==> src/rtl/video_timing_gen_cfg.sv <==
// Video timing generator with runtime-programmable timing/polarity; new sets commit only at the frame wrap.
// All outputs registered; hs/vs/ad/nf always decode the (hcount_out, vcount_out) shown in the same cycle.
module video_timing_gen_cfg #(
    parameter int H_BITS   = 12,
    parameter int V_BITS   = 11,
    parameter int FC_BITS  = 6,
    parameter int FC_MAX   = 59,
    parameter int DEF_HA   = 1280,
    parameter int DEF_HFP  = 110,
    parameter int DEF_HS   = 40,
    parameter int DEF_HBP  = 220,
    parameter int DEF_VA   = 720,
    parameter int DEF_VFP  = 5,
    parameter int DEF_VS   = 5,
    parameter int DEF_VBP  = 20,
    parameter bit DEF_HPOL = 1'b1,
    parameter bit DEF_VPOL = 1'b1
) (
    input  logic                  clk_pixel_in,
    input  logic                  rst_in,
    input  logic                  enable_in,
    input  logic                  cfg_valid_in,
    output logic                  cfg_ready_out,
    input  logic [4*H_BITS-1:0]   cfg_h_in,
    input  logic [4*V_BITS-1:0]   cfg_v_in,
    input  logic [1:0]            cfg_pol_in,
    output logic                  cfg_err_out,
    output logic [H_BITS-1:0]     hcount_out,
    output logic [V_BITS-1:0]     vcount_out,
    output logic                  hs_out,
    output logic                  vs_out,
    output logic                  ad_out,
    output logic                  nf_out,
    output logic [FC_BITS-1:0]    fc_out
);
    localparam int HW = H_BITS + 2;
    localparam int VW = V_BITS + 2;
    localparam logic [4*H_BITS-1:0] DEF_H = {H_BITS'(DEF_HA), H_BITS'(DEF_HFP), H_BITS'(DEF_HS), H_BITS'(DEF_HBP)};
    localparam logic [4*V_BITS-1:0] DEF_V = {V_BITS'(DEF_VA), V_BITS'(DEF_VFP), V_BITS'(DEF_VS), V_BITS'(DEF_VBP)};
    localparam logic [HW-1:0] H_LIM = HW'(1) << H_BITS;
    localparam logic [VW-1:0] V_LIM = VW'(1) << V_BITS;

    function automatic logic [HW-1:0] h_total(input logic [4*H_BITS-1:0] t);
        return HW'(t[4*H_BITS-1 -: H_BITS]) + HW'(t[3*H_BITS-1 -: H_BITS])
             + HW'(t[2*H_BITS-1 -: H_BITS]) + HW'(t[H_BITS-1:0]);
    endfunction

    function automatic logic [VW-1:0] v_total(input logic [4*V_BITS-1:0] t);
        return VW'(t[4*V_BITS-1 -: V_BITS]) + VW'(t[3*V_BITS-1 -: V_BITS])
             + VW'(t[2*V_BITS-1 -: V_BITS]) + VW'(t[V_BITS-1:0]);
    endfunction

    logic [4*H_BITS-1:0] act_h_q, act_h_d, sh_h_q, sh_h_d;
    logic [4*V_BITS-1:0] act_v_q, act_v_d, sh_v_q, sh_v_d;
    logic [1:0]          act_pol_q, act_pol_d, sh_pol_q, sh_pol_d;
    logic                pend_q, pend_d, started_q, started_d, err_q, err_d;
    logic [H_BITS-1:0]   hcount_q, hcount_d, h_nx;
    logic [V_BITS-1:0]   vcount_q, vcount_d, v_nx;
    logic                hs_q, hs_d, vs_q, vs_d, ad_q, ad_d, nf_q, nf_d;
    logic [FC_BITS-1:0]  fc_q, fc_d;

    logic [HW-1:0] a_ht, c_ht, hs_start, hs_stop;
    logic [VW-1:0] a_vt, c_vt, vs_start, vs_stop;
    logic          h_last, v_last, cfg_bad;
    logic [H_BITS-1:0] n_ha;
    logic [V_BITS-1:0] n_va;

    assign a_ht   = h_total(act_h_q);
    assign a_vt   = v_total(act_v_q);
    assign c_ht   = h_total(cfg_h_in);
    assign c_vt   = v_total(cfg_v_in);
    assign h_last = HW'(hcount_q) == a_ht - HW'(1);
    assign v_last = VW'(vcount_q) == a_vt - VW'(1);

    assign cfg_bad = (cfg_h_in[4*H_BITS-1 -: H_BITS] == '0) || (cfg_h_in[2*H_BITS-1 -: H_BITS] == '0)
                  || (cfg_v_in[4*V_BITS-1 -: V_BITS] == '0) || (cfg_v_in[2*V_BITS-1 -: V_BITS] == '0)
                  || (c_ht > H_LIM) || (c_vt > V_LIM) || (c_ht < HW'(2)) || (c_vt < VW'(2));

    // Decode targets the timing in force at the next position, so a committed set applies from (0,0).
    assign n_ha     = act_h_d[4*H_BITS-1 -: H_BITS];
    assign n_va     = act_v_d[4*V_BITS-1 -: V_BITS];
    assign hs_start = HW'(n_ha) + HW'(act_h_d[3*H_BITS-1 -: H_BITS]);
    assign hs_stop  = hs_start + HW'(act_h_d[2*H_BITS-1 -: H_BITS]);
    assign vs_start = VW'(n_va) + VW'(act_v_d[3*V_BITS-1 -: V_BITS]);
    assign vs_stop  = vs_start + VW'(act_v_d[2*V_BITS-1 -: V_BITS]);

    always_comb begin
        act_h_d   = act_h_q;
        act_v_d   = act_v_q;
        act_pol_d = act_pol_q;
        sh_h_d    = sh_h_q;
        sh_v_d    = sh_v_q;
        sh_pol_d  = sh_pol_q;
        pend_d    = pend_q;
        started_d = started_q;
        err_d     = 1'b0;
        h_nx      = hcount_q;
        v_nx      = vcount_q;
        if (cfg_valid_in && !pend_q) begin
            if (cfg_bad) begin
                err_d = 1'b1;
            end else begin
                sh_h_d   = cfg_h_in;
                sh_v_d   = cfg_v_in;
                sh_pol_d = cfg_pol_in;
                pend_d   = 1'b1;
            end
        end
        if (enable_in) begin
            started_d = 1'b1;
            if (!started_q) begin
                h_nx = '0;
                v_nx = '0;
            end else begin
                if (h_last) begin
                    h_nx = '0;
                    v_nx = v_last ? '0 : vcount_q + V_BITS'(1);
                end else begin
                    h_nx = hcount_q + H_BITS'(1);
                end
                if (h_last && v_last && pend_q) begin
                    act_h_d   = sh_h_q;
                    act_v_d   = sh_v_q;
                    act_pol_d = sh_pol_q;
                    pend_d    = 1'b0;
                end
            end
        end
    end

    always_comb begin
        hcount_d = hcount_q;
        vcount_d = vcount_q;
        hs_d     = hs_q;
        vs_d     = vs_q;
        ad_d     = ad_q;
        nf_d     = nf_q;
        fc_d     = fc_q;
        if (enable_in) begin
            hcount_d = h_nx;
            vcount_d = v_nx;
            hs_d     = ((HW'(h_nx) >= hs_start) && (HW'(h_nx) < hs_stop)) ~^ act_pol_d[1];
            vs_d     = ((VW'(v_nx) >= vs_start) && (VW'(v_nx) < vs_stop)) ~^ act_pol_d[0];
            ad_d     = (h_nx < n_ha) && (v_nx < n_va);
            nf_d     = (h_nx == n_ha) && (v_nx == n_va);
            if (nf_d) begin
                fc_d = (fc_q == FC_BITS'(FC_MAX)) ? '0 : fc_q + FC_BITS'(1);
            end
        end
    end

    always_ff @(posedge clk_pixel_in or posedge rst_in) begin
        if (rst_in) begin
            act_h_q   <= DEF_H;
            act_v_q   <= DEF_V;
            act_pol_q <= {DEF_HPOL, DEF_VPOL};
            sh_h_q    <= '0;
            sh_v_q    <= '0;
            sh_pol_q  <= '0;
            pend_q    <= 1'b0;
            started_q <= 1'b0;
            err_q     <= 1'b0;
            hcount_q  <= '0;
            vcount_q  <= '0;
            hs_q      <= ~DEF_HPOL;
            vs_q      <= ~DEF_VPOL;
            ad_q      <= 1'b0;
            nf_q      <= 1'b0;
            fc_q      <= '0;
        end else begin
            act_h_q   <= act_h_d;
            act_v_q   <= act_v_d;
            act_pol_q <= act_pol_d;
            sh_h_q    <= sh_h_d;
            sh_v_q    <= sh_v_d;
            sh_pol_q  <= sh_pol_d;
            pend_q    <= pend_d;
            started_q <= started_d;
            err_q     <= err_d;
            hcount_q  <= hcount_d;
            vcount_q  <= vcount_d;
            hs_q      <= hs_d;
            vs_q      <= vs_d;
            ad_q      <= ad_d;
            nf_q      <= nf_d;
            fc_q      <= fc_d;
        end
    end

    assign cfg_ready_out = ~pend_q;
    assign cfg_err_out   = err_q;
    assign hcount_out    = hcount_q;
    assign vcount_out    = vcount_q;
    assign hs_out        = hs_q;
    assign vs_out        = vs_q;
    assign ad_out        = ad_q;
    assign nf_out        = nf_q;
    assign fc_out        = fc_q;
endmodule

==> config.mk <==
export PLATFORM = sky130hd
export DESIGN_NAME = video_timing_gen_cfg
export DESIGN_NICKNAME = d
export VERILOG_FILES = /design/src/rtl/video_timing_gen_cfg.sv
export SDC_FILE = /design/constraint.sdc
export NUM_CORES = 1
export LEC_CHECK = 0
export ABC_CLOCK_PERIOD_IN_PS = 10700
export BUFFER_PORTS_ARGS = -buffer_cell sky130_fd_sc_hd__buf_4
export CAP_MARGIN = 10
export CORE_MARGIN = 8
export CORE_UTILIZATION = 45
export CTS_BUF_LIST = sky130_fd_sc_hd__clkbuf_2 sky130_fd_sc_hd__clkbuf_4 sky130_fd_sc_hd__clkbuf_8
export DETAILED_ROUTE_END_ITERATION = 7
export GPL_TIMING_DRIVEN = 0
export PLACE_DENSITY = 0.7
export RECOVER_POWER = 50
export SLEW_MARGIN = 20
export SYNTH_ARGS = -nofsm -noshare
export SYNTH_HDL_FRONTEND = slang
export SYNTH_SLANG_ARGS = --single-unit
==> constraint.sdc <==
create_clock -name clk_pixel_in -period 10.7 [get_ports clk_pixel_in]
set_input_delay 1.07 -clock clk_pixel_in [delete_from_list [all_inputs] [get_ports clk_pixel_in]]
set_output_delay 1.07 -clock clk_pixel_in [all_outputs]
set_load 0.05 [all_outputs]
==> results.cfg <==
[worst_setup_path]
cpPeakStageDelay_ns = 0.53
r2r_cell_count = 42
critical_path.reg2reg.endpoint = hs_out
crit-reg2reg-launch = act_h_q[13]
r2r_setup_slack_ns = 0.39
critPathMaxFanout = 10
cp-start-kind = register
worst_ep_required_time_ns = 11.18
critPathKind = reg2reg
critical_path_arrival_ns = 10.79
setup.worst_path.end_class = register
slowest_library_cell_on_the_worst_path = fa_1

[sta]
final_hold_viol_count = 0
post-route-min-period_ns = 10.31
relSlewSlack_pct = -190
tightestPinTransition_ns = 4.35
worst_hold_slack_ns = 0.475
setup_viol_count_final = 0
clock.fmax_mhz = 97.0
period_utilization_post_route_pct = 96.4
slew_viol_final = 229
skew_ns = 0.0452

[cts]
clock_tree.htree_level_count = 2
cts.sinks = 224
clock_insertion_delay_worst_skew_ns = 0.58
postCtsHoldBufs = 0
clkTransAtPathRegs_ns = 0.07
cts_tree = built
cts_inserted_buffers = 41
cts.path.max_buffers = 3
cts-root-buf = clkbuf_8

[die]
area_enclosed_by_the_die_boundary_um2 = 46500
die_height_um = 216
initial_utilization_pct = 45.3
core_area_um2 = 39500
die_boundary_width_um = 216
io-pin-count = 133
core.rowCount = 73

[logic_synthesis]
post_synthesis_cell_area_um2 = 17900
yosys.cell_types.count = 86
synthesis.nets = 2225
synth.ff_latch_count = 224
synth_seq_area_share_pct = 31.5
post_synth.cell_area_avg_um2 = 9.74
post-synth-top-area-cell = dfrtp_1
post_synth_edffs = 0
synth_largest_type_area_fraction_pct = 27.6
netlist_top_cells_area = dfrtp_1 28%, ha_1 13%, fa_1 10%
async_flop_share_pct = 100
post_synth_inst_count = 1841
yosys_warnings = 0
synth_top_flop_cell = dfrtp_1

[power_and_ir_drop]
p_clk_share_pct = 40.5
power.ir.vdd_worst_mv = 0.0974
p_sw_w = 0.000691
totalPowerFinal_w = 0.00232
p_int_w = 0.00163
power.share.sequential_pct = 37.5
pwr_density_cell_nw_per_um2 = 112
comb_power_share_pct = 21.9
total_leakage_power_nw = 10.4
sw_frac_of_total_pct = 29.8

[hold_path]
worst_hold_path_type = reg2reg
min-delay-start = sh_v_q[3]
worstHoldPathCells = 2
whs_endpoint = act_v_q[3]

[detailed_routing]
drt_pre_antenna_iters = 6
drtIter0Drc = 1221
finalWirelength_mm = 52.1
post-route-drc-count = 0
postRouteAntennaNets = 0
detail_route.vias_per_cell = 5.60
vias = 14500
route.detailed.wl_per_inst_um = 20.2

[place]
dp_hpwl_mm = 43.0
gp_routability_congestion = 0.918
portBuffers = 132

[outcome]
failed_checks = max-capacitance violations, max-slew violations
status = complete, but fails checks

[final_layout]
highest_count_cells_in_the_layout_ignoring_fill_and_taps = 239 x nand2_1, 198 x dfrtp_1, 186 x ha_1
layout-area-overhead-vs-synth_pct = 15.8
final_common_cell = nand2_1
share_of_final_layout_standard_cells_stronger_than_drive_strength_1_pct = 17.0
nNetsFinal = 2411

[grt]
grt_pass1_wl_mm = 82.9
grt_start_max_net_pins = 86
grt_overflow_total = 0
globalRouteTotalUtil_pct = 22.2
first_global_vias = 15100
antenna_found_initial = 0

[flow_run]
maxCapViolations = 3
## registers in the layout, summed over array words and instances, names as in the netlist
name         cells
act_v_q         44
act_pol_q        2
nf_out           1
cfg_err_out      1
sh_v_q          44
started_q        1
sh_pol_q         2
fc_out           6
vs_out           1
act_h_q         48
hs_out           1
pend_q           1
vcount_out      11
hcount_out      12
ad_out           1
sh_h_q          48
## timing repair
item                       4_1_cts  5_1_grt
setup endpoints to repair        1        1
pin swaps                        2       10
gates resized for setup         25       31
setup buffers                    1        8
hold endpoints to repair         0        0
## final cells by class
cell class	instances	area (um^2)
Antenna cell	1	2.50
Multi-Input combinational cell	1379	11500
Clock inverter	10	134
Sequential cell	224	5640
Buffer	53	277
Clock buffer	65	813
Fill cell	3551	18800
Tap cell	525	657
Timing Repair Buffer	143	1000
Inverter	185	696
## power groups by stage
stage               logic, W  registers, W  clock network (W)
floorplan           0.000322      0.000914                  0
global placement    0.000490      0.000886                  0
detailed placement  0.000511      0.000885                  0
CTS                 0.000514      0.000871           0.000955
global route        0.000567      0.000873           0.000990
finish              0.000509      0.000871           0.000941
## synth_stat cells (all sizes together) (4+ instances only)
| library cell | count |
|---|---|
| nand4 | 14 |
| nor3 | 33 |
| o21ai | 115 |
| nor2b | 22 |
| nor3b | 4 |
| or3 | 17 |
| o41ai | 5 |
| nand3 | 23 |
| dfrtp | 198 |
| and2 | 7 |
| nand2 | 239 |
| and3 | 14 |
| buf | 19 |
| a211oi | 11 |
| o211ai | 15 |
| dfstp | 26 |
| inv | 185 |
| a31oi | 14 |
| mux2 | 101 |
| o21a | 20 |
| a22o | 4 |
| o2bb2ai | 10 |
| o31ai | 13 |
| xnor2 | 48 |
| and4 | 5 |
| fa | 93 |
| ha | 193 |
| a21o | 48 |
| mux2i | 19 |
| nor2 | 46 |
| o21bai | 7 |
| xor2 | 47 |
| a211o | 5 |
| nand2b | 12 |
| clkbuf | 34 |
| or2 | 7 |
| a2111oi | 6 |
| nor4 | 26 |
| a21oi | 78 |
## metrics by stage
step / TNS [ns] / setup WS [ns] / instances / cell area [um^2] / utilization (%)
floorplan: 0 / 1.10 / 1841 / 17900 / -
global placement: -0.991 / -0.991 / 2498 / 19600 / 49.5
detailed placement: -0.945 / -0.945 / 2500 / 19600 / 49.7
CTS: 0 / 0.0108 / 2576 / 20700 / 52.2
global route: -0.0214 / -0.0214 / 2584 / 20700 / 52.5
finish: 0 / 0.388 / 2585 / 20800 / 52.5
## cell families after synthesis
family                   after synthesis  synth area share [%]
buffers and inverters                238                  5.19
AO/OA/AOI/OAI                        394                  14.6
adder cells (fa/ha/maj)              288                  24.0
AND/OR/NAND/NOR                      482                  12.7
flip-flops                           224                  31.5
XOR/XNOR                              95                  4.64
multiplexers                         120                  7.43
## worst max-delay path by stage
| stage | cells after the start | to | startpoint |
|---|---|---|---|
| floorplan | 44 | hs_out | act_h_q[2] |
| global placement | 43 | hs_out | act_h_q[13] |
| detailed placement | 43 | hs_out | act_h_q[13] |
| CTS | 43 | hs_out | act_h_q[13] |
| global route | 46 | hs_out | act_h_q[2] |
| finish | 42 | hs_out | act_h_q[13] |
## critical path, delay by kind of cell, from the launching register on
| kind | cells | cell delay, ns |
|---|---|---|
| adder cells (fa/ha/maj) | 8 | 3.04 |
| buffers and inverters | 7 | 1.01 |
| XOR/XNOR | 2 | 0.35 |
| multiplexers | 2 | 0.58 |
| AO/OA/AOI/OAI | 13 | 2.54 |
| AND/OR/NAND/NOR | 10 | 2.29 |
| flip-flops | 1 | 0.37 |
## layer usage
metal  vias up  wire, um  share of wire [%]  GRT usage, %
met5         -         0                  0             0
met4         0      1410                2.7          5.92
met3        95      3020                5.8          3.20
met2       476     23200                 44          35.1
met1      7058     24500                 47          31.5
li1       6845         -                  -             -
Power figures use the tool's default switching activity.
